--- src/rtl/fetch_unit_pkg.sv ---
// Shared definitions for the instruction fetch unit: bus width, FSM state
// encoding and a helper that says which states keep a memory request open.
package fetch_unit_pkg;

    // Width of the address/instruction bus shared with the program counter.
    localparam int XBUS = 32;

    // Top bit of the fetch FSM state vector.
    localparam int FETCH_STATE_MSB = 1;

    typedef enum logic [FETCH_STATE_MSB:0] {
        FETCH_IDLE  = 2'd0,  // no request; waits one cycle after reset
        FETCH_REQ   = 2'd1,  // request open at the live PC
        FETCH_HOLD  = 2'd2,  // instruction register full, waiting for decoder
        FETCH_DRAIN = 2'd3   // request open for a stale address, data will be dropped
    } fetch_state_e;

    // A request is outstanding to memory in exactly these states.
    function automatic logic request_open(input fetch_state_e s);
        return (s == FETCH_REQ) || (s == FETCH_DRAIN);
    endfunction

endpackage

--- src/rtl/fetch_unit.sv ---
// Instruction fetch unit: reads the PC, fetches the word at that address over
// a req/ack memory handshake, and hands it to the decoder through a
// single-entry valid/ready register. Advances the PC (INC) once per good
// fetch and discards stale data when the PC is redirected (flush).
//
// Optional build macro FETCH_FAULT_EN: adds mem_err/instr_fault. A fetch that
// completes with mem_err delivers a zero instruction flagged as faulted; once
// the decoder accepts it the unit parks in IDLE until the next flush.
module fetch_unit
    import fetch_unit_pkg::*;
#(
    parameter int XLEN             = XBUS,
    parameter bit RESET_ADDR_CHECK = 1'b0
) (
    input  logic            clk,
    input  logic            rst,
    input  logic [XLEN-1:0] pc_current,
    output logic            pc_update_en,
    output logic [XLEN-1:0] mem_addr,
    output logic            mem_req,
    input  logic            mem_ack,
    input  logic [XLEN-1:0] mem_rdata,
`ifdef FETCH_FAULT_EN
    input  logic            mem_err,
    output logic            instr_fault,
`endif
    output logic [XLEN-1:0] instr,
    output logic [XLEN-1:0] instr_pc,
    output logic            instr_valid,
    input  logic            instr_ready,
    input  logic            flush
);

    // The reset-address check is a reserved hook; only the disabled value is legal.
    generate
        if (RESET_ADDR_CHECK != 1'b0) begin : g_bad_reset_addr_check
            $error("fetch_unit: RESET_ADDR_CHECK is reserved and must be 0");
        end
    endgenerate

    fetch_state_e    state;
    fetch_state_e    state_next;
    logic [XLEN-1:0] drain_addr;   // address of the request abandoned by a flush
    logic            load_word;    // capture mem_rdata into the instruction register
    logic            drop_instr;   // empty the instruction register
    logic            capture_drain;

`ifdef FETCH_FAULT_EN
    logic            load_fault;   // capture a faulted fetch
    logic            halted;       // parked after a faulted instruction was consumed
    logic            halt_next;
`endif

    // While draining, keep presenting the old address; the PC has already moved on.
    assign mem_addr = (state == FETCH_DRAIN) ? drain_addr : pc_current;

    // Next-state and control decode for the fetch FSM.
    always_comb begin
        // NOTE: every signal written here gets a default first, so no path can
        // leave one unassigned and infer a latch.
        state_next    = state;
        pc_update_en  = 1'b0;
        load_word     = 1'b0;
        drop_instr    = 1'b0;
        capture_drain = 1'b0;
`ifdef FETCH_FAULT_EN
        load_fault    = 1'b0;
        halt_next     = halted;
`endif

        case (state)
            FETCH_IDLE: begin
`ifdef FETCH_FAULT_EN
                // After a consumed fault, only a redirect restarts fetching.
                if (!halted || flush) begin
                    state_next = FETCH_REQ;
                    halt_next  = 1'b0;
                end
`else
                state_next = FETCH_REQ;
`endif
            end

            FETCH_REQ: begin
                if (mem_ack) begin
                    if (flush) begin
                        // Completed word belongs to the old path; reissue at the new PC.
                        state_next = FETCH_REQ;
                    end
`ifdef FETCH_FAULT_EN
                    else if (mem_err) begin
                        load_fault = 1'b1;
                        state_next = FETCH_HOLD;
                    end
`endif
                    else begin
                        pc_update_en = 1'b1;
                        load_word    = 1'b1;
                        state_next   = FETCH_HOLD;
                    end
                end else if (flush) begin
                    // The request cannot be withdrawn; wait it out at the old address.
                    capture_drain = 1'b1;
                    state_next    = FETCH_DRAIN;
                end
            end

            FETCH_HOLD: begin
                if (flush) begin
                    drop_instr = 1'b1;
                    state_next = FETCH_REQ;
                end else if (instr_ready) begin
                    drop_instr = 1'b1;
                    state_next = FETCH_REQ;
`ifdef FETCH_FAULT_EN
                    if (instr_fault) begin
                        state_next = FETCH_IDLE;
                        halt_next  = 1'b1;
                    end
`endif
                end
            end

            FETCH_DRAIN: begin
                // Flush here has no further effect; the stale word is simply dropped.
                if (mem_ack) begin
                    state_next = FETCH_REQ;
                end
            end

            default: begin
                state_next = FETCH_IDLE;
            end
        endcase
    end

    // FSM state register and the registered memory request.
    always_ff @(posedge clk or posedge rst) begin
        // NOTE: sequential state uses non-blocking assignments so every register
        // samples pre-edge values regardless of block evaluation order.
        if (rst) begin
            state   <= FETCH_IDLE;
            mem_req <= 1'b0;
        end else begin
            state   <= state_next;
            mem_req <= request_open(state_next);
        end
    end

`ifdef FETCH_FAULT_EN
    // Park flag set when a faulted instruction is consumed, cleared by flush.
    always_ff @(posedge clk or posedge rst) begin
        if (rst) begin
            halted <= 1'b0;
        end else begin
            halted <= halt_next;
        end
    end
`endif

    // Single-entry instruction register presented to the decoder.
    always_ff @(posedge clk or posedge rst) begin
        if (rst) begin
            instr       <= '0;
            instr_pc    <= '0;
            instr_valid <= 1'b0;
`ifdef FETCH_FAULT_EN
            instr_fault <= 1'b0;
`endif
        end else if (load_word) begin
            instr       <= mem_rdata;
            instr_pc    <= mem_addr;
            instr_valid <= 1'b1;
        end
`ifdef FETCH_FAULT_EN
        else if (load_fault) begin
            instr       <= '0;
            instr_pc    <= mem_addr;
            instr_valid <= 1'b1;
            instr_fault <= 1'b1;
        end
`endif
        else if (drop_instr) begin
            instr_valid <= 1'b0;
`ifdef FETCH_FAULT_EN
            instr_fault <= 1'b0;
`endif
        end
    end

    // Address of the request in flight when a flush arrived in REQ.
    always_ff @(posedge clk) begin
        // NOTE: no reset on this register; it is written on entry to DRAIN and
        // only read while in DRAIN, so its power-up value is never observed.
        if (capture_drain) begin
            drain_addr <= pc_current;
        end
    end

endmodule
--- config.mk ---
export PLATFORM = sky130hd
export DESIGN_NAME = fetch_unit
export DESIGN_NICKNAME = d
export VERILOG_FILES = /design/src/rtl/fetch_unit_pkg.sv /design/src/rtl/fetch_unit.sv
export SDC_FILE = /design/constraint.sdc
export NUM_CORES = 1
export LEC_CHECK = 0
export ABC_CLOCK_PERIOD_IN_PS = 13100
export CORE_MARGIN = 2
export CORE_UTILIZATION = 40
export DETAILED_ROUTE_END_ITERATION = 8
export PLACE_DENSITY_LB_ADDON = 0.08
export SLEW_MARGIN = 40
export SYNTH_ARGS = -nofsm -noshare
export SYNTH_HDL_FRONTEND = slang
export SYNTH_SLANG_ARGS = --single-unit
--- constraint.sdc ---
create_clock -name clk -period 13.1 [get_ports clk]
set_clock_uncertainty 0.2 [all_clocks]
set_input_delay 3.275 -clock clk [delete_from_list [all_inputs] [get_ports clk]]
set_output_delay 3.275 -clock clk [all_outputs]
set_load 0.01 [all_outputs]
Word level (Yosys, flattened, before mapping)

Index checks and enable logic that the tools add are counted.
W data, S select, Z words.

Reduce and logical (&&, ||, !) cells: 3
Muxes and demuxes: 19
Eq/ne operators: 5

Operators by type and width:

| operator             | count |
|---|---|
| $mux W32             | 1 |
| $mux W2              | 6 |
| $mux W1              | 11 |
| $pmux W2 S4          | 1 |
| $eq A2 B2 Y1 const B | 3 |
| $eq A2 B1 Y1 const B | 2 |
| $logic_not A2 Y1     | 1 |
| $reduce_bool A2 Y1   | 1 |
| $logic_or A1 B1 Y1   | 1 |

Logic and storage cells: 33
Bits in registers: 100
Input port bits: 69

Logic depth before layout (Yosys ltp)

Word-level depth: 5
Gate-level depth with buffers: 5

Least setup slack after synthesis

No wires, ideal clock.

Path type: in2out
From: in flush
To: out pc_update_en
Arrival time: 3.874 ns
Stages: 3
Setup slack: 5.751 ns
Data required time: 9.625 ns
Path through: and4bb_4 -> buf_6 -> buf_6

Cells in the longest elaborated chain, start to end: 3

Ends and longest elaborated chain:

| what        | line             | text |
|---|---|---|
| from (decl) | fetch_unit.sv:31 | `input logic flush` |
| $mux W1     | fetch_unit.sv:86 | `if (flush) begin` |
| $mux W1     | fetch_unit.sv:85 | `if (mem_ack) begin` |
| $mux W1     | fetch_unit.sv:71 | `case (state)` |
| to (decl)   | fetch_unit.sv:18 | `output logic pc_update_en,` |

No other way between the ends.

Final worst setup path

From: in mem_ack
To: out pc_update_en

Cells in the longest elaborated chain, start to end: 2

Ends and longest elaborated chain:

| what        | line             | text |
|---|---|---|
| from (decl) | fetch_unit.sv:21 | `input logic mem_ack,` |
| $mux W1     | fetch_unit.sv:85 |  |
| $mux W1     | fetch_unit.sv:71 |  |

No other way between the ends.

==> metrics.txt <==
status=finished, final reports clean; Die X=104 um; clock latency on the worst-skew pair=340 ps; Seq/Total Area, Yosys=0.663; leak pwr=2.36 nW; worst reg2reg endpoint=instr[21]$_DFFE_PP0P_; Hold Crit Class=register to register; total global-route track usage=0.164; slowest CP cell=clkdlybuf4s50_1; CP arrival=5130 ps; CP dominant cell by count=clkdlybuf4s50_1; DP Area=5790 sq um; Setup Buffers After CTS=0; core area=9730 sq um; Worst Hold Path Cells=1; synthesized area=3980 sq um; Longest Clk Path Bufs=2; placed wire-length estimate=5.99 mm; # DRC=0; crit path max fanout=29; post-route setup TNS=0 ps; Sink Count=99; Routability Congestion=0.736; CTS H-tree lvls=3; starting density of the core=0.409; Worst Tran Pin Value=628 ps; WL/cell=16.7 um; Worst Setup End Kind=output pin; Yosys reg bits=99; Syn Nets=285; fin. max-slew vios=0; layout cells sized above 1=0.298; number of max-cap violations=0; Core Rows=36; drt first pass iters=4; Synthesis Warnings=0; Setup Crit Path Kind=input port to output pin; P&R area growth vs syn=50.9%; vias per std cell=4.75; fmax=0.116 GHz; Final setup viols=0; final non-filler cell area=6000 sq um; Final Hold Viols=0; Initial DRC Count=69; slack of the critical path=4500 ps; fin crit period=8600 ps; hold_buf cts=0; clk slew on worst S/H paths=90 ps; hold path start=instr[26]$_DFFE_PP0P_; startpoint types=input port; setup slack, reg-to-reg=10530 ps; Reg2Reg Depth=3; die area=10800 sq um; initial antenna violation count=0; Mapped Cells=216; syn_area_per_cell=18.4 sq um; RSZ-0062 raised after global routing=false; Nets=457; global-route wire length before repair=14.1 mm; Slowest Stage Delay on Critical Path=680 ps; CTS root buf=clkbuf_8; Req. time, crit path=9620 ps; port bufs=167; vias in the first global route=2682; Worst Hold End=instr[26]$_DFFE_PP0P_; GRT Residual Overflow=0; worst slack, placed=4460 ps; Die Ht=104 um; CTS tree=done; total CTS buffers=9; pin count of the biggest net entering global routing=68; Ant. Diodes=0; Ports=168; vias=2500; share of the clock period used by the worst path=0.657; Slew HR=0.581; PwrDens=159 nW/um^2; RR Startpoint=state[1]$_DFF_PP0_; Tot Pwr=0.955 mW; total wire length=8.78 mm; maximum VDD drop=89.1 uV; post-CTS sizing=0; CP Cell Sequence=clkdlybuf4s50_1, and4bb_4, clkdlybuf4s50_1; Final ANT Viol Nets=0; Netlist cell types=15
cell families after synthesis:
logic type             share of synthesized area
buffers and inverters                     0.0208
AOI/OAI and AO/OA                        0.00913
DFF                                        0.663
muxes                                      0.297
and+or+nand+nor                          0.00944
how the worst max path moves through the flow:
stage / start / end / slack (ps) / cells past startpoint
floorplan: flush / pc_update_en / 5750 / 3
global placement: mem_ack / pc_update_en / 4480 / 3
CTS: mem_ack / pc_update_en / 4460 / 3
finish: mem_ack / pc_update_en / 4500 / 3
detailed placement: mem_ack / pc_update_en / 4460 / 3
global route: mem_ack / pc_update_en / 4410 / 3
worst max-delay path: cells and delay by family:
family / cells / cell delay, ps
buffers and inverters: 2 / 1230
and+or+nand+nor: 1 / 610
synth_stat cells:
cell type,number,area (sq um)
nor4bb_1,1,10.0
mux2_4,27,405
edfxtp_1,32,961
and4bb_4,1,16.3
nand2_1,1,3.75
buf_6,4,45.0
a31oi_2,1,12.5
mux2_2,69,777
o31ai_1,1,7.51
a211o_1,1,8.76
nor2_1,2,7.51
a21boi_0,1,7.51
inv_1,2,7.51
dfrtp_1,67,1680
buf_2,6,30.0
cells in the final DEF (no fill, tap or decap):
| master | n |
|---|---|
| clkbuf_8 | 9 |
| bufinv_16 | 2 |
| inv_1 | 1 |
| clkbuf_1 | 3 |
| mux2_4 | 27 |
| nand2_1 | 1 |
| buf_4 | 3 |
| nor4bb_4 | 1 |
| clkinv_4 | 1 |
| nor2_1 | 2 |
| inv_2 | 1 |
| and4bb_4 | 1 |
| clkinvlp_4 | 1 |
| clkdlybuf4s50_1 | 167 |
| dfrtp_1 | 67 |
| o31ai_1 | 1 |
| a31oi_2 | 1 |
| a21boi_0 | 1 |
| a211o_1 | 1 |
| mux2_2 | 69 |
| buf_6 | 1 |
| edfxtp_1 | 32 |
through the flow:
step / hold slack (ps) / cells / util
2_1_floorplan: 339 / 216 / -
3_5_place_dp: 294 / 510 / 0.595
5_1_grt: 332 / 526 / 0.617
4_1_cts: 315 / 526 / 0.617
6_report: 308 / 526 / 0.617
3_3_place_gp: 289 / 510 / 0.595
area by class of cell:
cell class | instances | area, sq um
sequential | 99 | 2640
timing repair buffer | 171 | 1710
tap | 133 | 166
fill | 790 | 3730
clock buffer | 12 | 135
multi-input combinational | 105 | 1270
clock inverter | 4 | 76.3
inverter | 2 | 7.51
power breakdown:
| group | internal (mW) | total [mW] | leakage (nW) | switching, mW |
|---|---|---|---|---|
| logic | 0.215 | 0.329 | 1.18 | 0.113 |
| clock network | 0.108 | 0.207 | 0.101 | 0.0987 |
| registers | 0.385 | 0.419 | 1.08 | 0.0341 |
routing by layer:
metal,up-vias,share of wire,GRT usage
li1,1132,-,-
met1,1257,0.42,0.213
met2,95,0.49,0.257
met3,16,0.068,0.0485
met4,0,0.022,0.0695
met5,-,0,0
registers in the layout, summed over array words and instances (netlist names):
name,count
instr,32
instr_valid,1
drain_addr,32
instr_pc,32
state,2
(Power assumes the default switching activity.)
